### config.mk
export PLATFORM = sky130hd
export DESIGN_NAME = dvs_aer_transmitter
export DESIGN_NICKNAME = d
export VERILOG_FILES = /design/src/rtl/dvs_ravens_pkg.sv /design/src/rtl/sync_2ff.sv /design/src/rtl/dvs_aer_transmitter.sv
export SDC_FILE = /design/constraint.sdc
export NUM_CORES = 1
export LEC_CHECK = 0
export ABC_AREA = 1
export BUFFER_PORTS_ARGS = -buffer_cell sky130_fd_sc_hd__buf_2
export CAP_MARGIN = 25
export CORE_UTILIZATION = 45
export DETAILED_ROUTE_END_ITERATION = 6
export PLACE_DENSITY_LB_ADDON = 0.3
export REMOVE_ABC_BUFFERS = 1
export SYNTH_ARGS = -nofsm -noshare
export SYNTH_HDL_FRONTEND = slang
export SYNTH_SLANG_ARGS = --single-unit
### constraint.sdc
create_clock -name clk -period 1.4 [get_ports clk]
set_input_delay 0.07 -clock clk [delete_from_list [all_inputs] [get_ports clk]]
set_output_delay 0.07 -clock clk [all_outputs]
set_load 0.02 [all_outputs]
### src/rtl/dvs_ravens_pkg.sv
// -----------------------------------------------------------------------------
// dvs_ravens_pkg
//   Shared constants for the DVS sensor interface blocks, plus the state type
//   of the AER transmitter FSM and helpers that build the two AER bus words.
//
//   Y word : {1'b0, y[8:0]}          sent with xsel = 0
//   X word : {x[8:0], polarity}      sent with xsel = 1
// -----------------------------------------------------------------------------
package dvs_ravens_pkg;

  localparam int DVS_X_ADDR_BITS = 9;
  localparam int DVS_Y_ADDR_BITS = 9;
  localparam int DVS_WIDTH_PXLS  = 346;
  localparam int DVS_HEIGHT_PXLS = 260;
  localparam int CLK_PERIOD_NS   = 10;
  localparam int AER_BUS_BITS    = 10;

  typedef enum logic [2:0] {
    AER_TX_IDLE    = 3'd0,
    AER_TX_SETUP_Y = 3'd1,
    AER_TX_REQ_Y   = 3'd2,
    AER_TX_REL_Y   = 3'd3,
    AER_TX_SETUP_X = 3'd4,
    AER_TX_REQ_X   = 3'd5,
    AER_TX_REL_X   = 3'd6
  } aer_tx_state_t;

  function automatic logic [AER_BUS_BITS-1:0] aer_y_word(
    input logic [DVS_Y_ADDR_BITS-1:0] y
  );
    return {1'b0, y[8:0]};
  endfunction

  function automatic logic [AER_BUS_BITS-1:0] aer_x_word(
    input logic [DVS_X_ADDR_BITS-1:0] x,
    input logic                       polarity
  );
    return {x[8:0], polarity};
  endfunction

endpackage

### src/rtl/sync_2ff.sv
// -----------------------------------------------------------------------------
// sync_2ff
//   Two-flop synchronizer for slowly changing asynchronous level signals
//   (handshake lines). Both flops reset to 0.
//
//   clk   in   destination clock
//   rst_n in   asynchronous active-low reset
//   d     in   asynchronous input
//   q     out  synchronized copy of d, two clk edges later
// -----------------------------------------------------------------------------
module sync_2ff #(
  parameter int WIDTH = 1
) (
  input  logic             clk,
  input  logic             rst_n,
  input  logic [WIDTH-1:0] d,
  output logic [WIDTH-1:0] q
);

  logic [WIDTH-1:0] meta;

  always_ff @(posedge clk or negedge rst_n) begin
    if (!rst_n) begin
      meta <= '0;
      q    <= '0;
    end else begin
      meta <= d;
      q    <= meta;
    end
  end

endmodule

### src/rtl/dvs_aer_transmitter.sv
// -----------------------------------------------------------------------------
// dvs_aer_transmitter
//   Sends DVS events over a four-phase AER link as a row (Y) word followed by
//   a column/polarity (X) word. The last row sent is cached; a following
//   event on the same row sends only the X word, unless the link has been
//   idle for ROW_TIMEOUT_CYCLES, after which the row is resent.
//
//   Input handshake: an event transfers on a rising clk edge where
//   in_valid & in_ready are both 1; in_ready is 1 only while the FSM is idle.
//   AER handshake: aer/xsel settle for SETUP_CYCLES (and until ack is low),
//   then req rises; req falls after ack rises; the word is done when ack falls.
//
//   clk, rst_n          clock, asynchronous active-low reset
//   in_valid/in_ready   event input handshake
//   in_x/in_y/in_polarity  event column, row, polarity
//   aer, xsel           AER data bus and word select (0 = Y, 1 = X)
//   req                 AER request (registered, high only in REQ states)
//   ack                 AER acknowledge, asynchronous to clk
//   busy                high whenever the FSM is not idle
//   state_dbg           current FSM state
// -----------------------------------------------------------------------------
module dvs_aer_transmitter
  import dvs_ravens_pkg::*;
#(
  parameter int SETUP_CYCLES       = 2,
  parameter int ROW_TIMEOUT_CYCLES = 1000
) (
  input  logic                       clk,
  input  logic                       rst_n,
  input  logic                       in_valid,
  output logic                       in_ready,
  input  logic [DVS_X_ADDR_BITS-1:0] in_x,
  input  logic [DVS_Y_ADDR_BITS-1:0] in_y,
  input  logic                       in_polarity,
  output logic [AER_BUS_BITS-1:0]    aer,
  output logic                       xsel,
  output logic                       req,
  input  logic                       ack,
  output logic                       busy,
  output aer_tx_state_t              state_dbg
);

  localparam int SETUP_W = (SETUP_CYCLES > 1) ? $clog2(SETUP_CYCLES) : 1;
  localparam int CNT_W   = $clog2(ROW_TIMEOUT_CYCLES + 1);

  localparam logic [SETUP_W-1:0] SETUP_LAST = SETUP_W'(SETUP_CYCLES - 1);
  localparam logic [SETUP_W-1:0] SETUP_ONE  = SETUP_W'(1);
  localparam logic [CNT_W-1:0]   CNT_MAX    = CNT_W'(ROW_TIMEOUT_CYCLES);
  localparam logic [CNT_W-1:0]   CNT_LAST   = CNT_W'(ROW_TIMEOUT_CYCLES - 1);
  localparam logic [CNT_W-1:0]   CNT_ONE    = CNT_W'(1);

  aer_tx_state_t              state;
  logic                       ack_s;
  logic [SETUP_W-1:0]         setup_cnt;
  logic [CNT_W-1:0]           idle_cnt;
  logic                       row_valid;
  logic                       row_hit;
  logic [DVS_Y_ADDR_BITS-1:0] last_y;
  logic [DVS_X_ADDR_BITS-1:0] x_reg;
  logic [DVS_Y_ADDR_BITS-1:0] y_reg;
  logic                       pol_reg;

  sync_2ff #(
    .WIDTH (1)
  ) u_ack_sync (
    .clk   (clk),
    .rst_n (rst_n),
    .d     (ack),
    .q     (ack_s)
  );

  assign in_ready  = (state == AER_TX_IDLE);
  assign busy      = (state != AER_TX_IDLE);
  assign state_dbg = state;

  // The idle cycle in which the counter would reach the timeout already
  // counts as expired, so an accept in that cycle resends the row.
  assign row_hit = row_valid && (in_y == last_y) && (idle_cnt < CNT_LAST);

  always_ff @(posedge clk or negedge rst_n) begin
    if (!rst_n) begin
      state     <= AER_TX_IDLE;
      req       <= 1'b0;
      aer       <= '0;
      xsel      <= 1'b0;
      setup_cnt <= '0;
      idle_cnt  <= '0;
      row_valid <= 1'b0;
      last_y    <= '0;
      x_reg     <= '0;
      y_reg     <= '0;
      pol_reg   <= 1'b0;
    end else begin
      unique case (state)
        AER_TX_IDLE: begin
          if (in_valid) begin
            x_reg     <= in_x;
            y_reg     <= in_y;
            pol_reg   <= in_polarity;
            idle_cnt  <= '0;
            setup_cnt <= '0;
            if (row_hit) begin
              state <= AER_TX_SETUP_X;
              aer   <= aer_x_word(in_x, in_polarity);
              xsel  <= 1'b1;
            end else begin
              state <= AER_TX_SETUP_Y;
              aer   <= aer_y_word(in_y);
              xsel  <= 1'b0;
            end
          end else if (idle_cnt != CNT_MAX) begin
            idle_cnt <= idle_cnt + CNT_ONE;
            if (idle_cnt == CNT_LAST) row_valid <= 1'b0;
          end
        end

        AER_TX_SETUP_Y, AER_TX_SETUP_X: begin
          // Hold the word for the full setup time, then also wait out any
          // ack still high from a previous handshake before requesting.
          if (setup_cnt != SETUP_LAST) begin
            setup_cnt <= setup_cnt + SETUP_ONE;
          end else if (!ack_s) begin
            req   <= 1'b1;
            state <= (state == AER_TX_SETUP_Y) ? AER_TX_REQ_Y : AER_TX_REQ_X;
          end
        end

        AER_TX_REQ_Y, AER_TX_REQ_X: begin
          if (ack_s) begin
            req   <= 1'b0;
            state <= (state == AER_TX_REQ_Y) ? AER_TX_REL_Y : AER_TX_REL_X;
          end
        end

        AER_TX_REL_Y: begin
          if (!ack_s) begin
            last_y    <= y_reg;
            row_valid <= 1'b1;
            setup_cnt <= '0;
            aer       <= aer_x_word(x_reg, pol_reg);
            xsel      <= 1'b1;
            state     <= AER_TX_SETUP_X;
          end
        end

        AER_TX_REL_X: begin
          if (!ack_s) state <= AER_TX_IDLE;
        end

        default: begin
          req   <= 1'b0;
          state <= AER_TX_IDLE;
        end
      endcase
    end
  end

endmodule
==> out/results.tsv <==
metric	value	unit
status	finished with violations	
violations	setup timing	
grt_pass1_vias	2740	
drv_slew	0	
avgSynthCellArea	7.74	sq um
grt_antenna_before_repair	0	
cts_sinks	57	
ys_types	24	
fin_skew	0.0137	ns
post-route-min-period	1.62	ns
dr_total_vias	2889	
relSlewSlack	78.0	%
routedWlPerCell	13.3	um
numCtsBuffers	9	
met2WireLength	3760	um
core_area	6350	sq um
clkLatencyLatePin	0.35	ns
wl_met3	320	um
top_layer_used	met4	
hold_path_class	primary input to flop	
p_per_area	2100	nW/um^2
cts_tree	yes	
nFillCells	505	
syn_inst	384	
hold_ws	0.0122	ns
ys_seq_area_share	48.0	%
syn_area	2970	sq um
worst_pin_slew	0.329	ns
dp_hpwl	4800	um
ys_ff_latch	57	
min_period_over_period	115	%
clk_path_buf_depth	2	
yosysTopAreaCellShare	48.0	%
cp-end-kind	flop	
hold_violations	0	
dr.pass1.iters	4	
peakVddDrop	0.00166	V
grt_setup_unrepaired	true	
layout-drive-gt1-share	32.2	%
h-tree-depth	3	
wl_met1	3340	um
ff2ff_path_depth	10	
ant_nets	0	
place_congestion	0.869	
yosysTopAreaCell	dfrtp_1	
worstPathRequired	1.67	ns
antenna_cells	0	
cellLeakagePower	2.16	nW
ys_warn_count	0	
die_h	83.2	um
synthTopCellsByCount	120 x nand2_1, 57 x dfrtp_1, 41 x inv_1	
post-route-util	65.0	%
setup-violations-final	34	
cts_root_buf	clkbuf_8	
ys_async_sr_fraction	100	%
io_buffers	39	
wl	7560	um
path_clk_slew	0.07	ns
std_cell_rows	29	
largest_registers	aer x10, idle_cnt x10	
setup_tns	-4.00	ns
vias_per_cell	5.09	
max_cap_viol_count	0	
drc_errors	0	
drt_iter0_drc	187	
syn_to_final_growth	38.9	%
grt_pass1_wl	12000	um
crit_type	flop to flop	
ios	40	
grt_usage	22.1	%
grt_max_degree	46	
nets	511	
critPathMaxFanout	6	
synth.most_common_cell	nand2_1	
synth_area_leaders	dfrtp_1 48%, nand2_1 15%, nand3_1 5.9%, inv_1 5.2%, nor2_1 4.9%	
whs_path_depth	3	
dieArea	6930	sq um
synthFlopType	dfrtp_1	
crit_arrival	1.88	ns
max_freq	619	MHz
overflow	0	
synth_edf_count	0	
start_util	46.8	%
die_w	83.2	um
fin_ws	-0.215	ns
start_kind	flop	
r2r_slack	-0.22	ns
## layer usage
metal	track usage [%]	vias to the layer above
li1	-	1423
met3	6.66	15
met2	37.3	80
met4	9.56	0
met5	0	-
met1	26.1	1371
## repair_timing
action | 4_1_cts | 5_1_grt
hold buffers | 11 | 0
endpoints found under the hold margin | 67 | 0
gates resized for setup | 26 | 36
buffers inserted | 5 | 7
setup endpoints to repair | 26 | 51
gates cloned | 2 | 0
pin swaps | 11 | 15
## worst max-delay path, cell delays in order, from the launching register on
cell        delay, ns
dfrtp_1          0.41
inv_1            0.10
ha_1             0.14
nand3_1          0.09
nor2_1           0.10
nand3_1          0.12
nand2_4          0.15
clkinvlp_4       0.17
nand3_1          0.10
nand2_1          0.05
a21oi_1          0.11
## final timing paths
kind	to	start
max in group asynchronous	idle_cnt[5]	rst_n
min	y_reg[7]	in_y[7]
max reg2reg	idle_cnt[3]	idle_cnt[0]
min in group asynchronous	u_ack_sync.q	rst_n
min reg2reg	u_ack_sync.q	u_ack_sync.meta
max	idle_cnt[3]	idle_cnt[0]
## through the flow
stage	total power, W	cells	instance area (sq um)	worst slack [ns]
after floorplan	0.00479	372	2890	-0.526
after global placement	0.00601	527	3500	-0.249
after detailed placement	0.00610	527	3500	-0.322
after CTS	0.00822	561	3960	-0.168
after global routing	0.00925	568	4130	-0.323
final	0.00866	568	4130	-0.215
## cell families (layout without fill, tap and decap cells)
group	Yosys count	after routing	share of synthesized area, %
flops	57	57	48.0
xor+xnor	4	4	1.18
mux	7	7	2.65
fa+ha+maj	2	2	0.842
simple gates	210	211	30.5
buf+inv	57	163	8.42
compound gates	47	47	8.38
## where the power goes
| part | switching [W] | internal [W] |
|---|---|---|
| logic | 0.00230 | 0.00189 |
| registers | 0.000425 | 0.00233 |
| clock network | 0.000667 | 0.00105 |
| total | 0.00339 | 0.00527 |
## placed cells by master, fill, tap and decap left out, types with 3 or more instances in the layout
cell type / instances
nand3_2: 4
o21ai_0: 13
buf_2: 37
nor2_1: 36
buf_6: 11
buf_4: 37
inv_2: 6
dfrtp_1: 55
dlygate4sd3_1: 11
nor2_4: 3
nand3_1: 31
nand2_4: 4
mux2_2: 7
nand4_1: 6
nand2_2: 10
inv_1: 35
o21ai_2: 3
clkbuf_8: 10
a21oi_1: 20
nand2_1: 110
inv_4: 3
xor2_1: 4
buf_12: 4
o21ai_1: 5
## cell type report
cell class,count,area (sq um),area share (%)
Sequential cell,57,1430,34.6
Multi-Input combinational cell,271,1400,33.9
Timing Repair Buffer,101,792,19.2
Inverter,45,180,4.37
Clock buffer,11,141,3.43
Tap cell,77,96.3,2.34
Clock inverter,5,78.8,1.91
Timing Repair inverter,1,7.51,0.182
(Power assumes the default switching activity.)
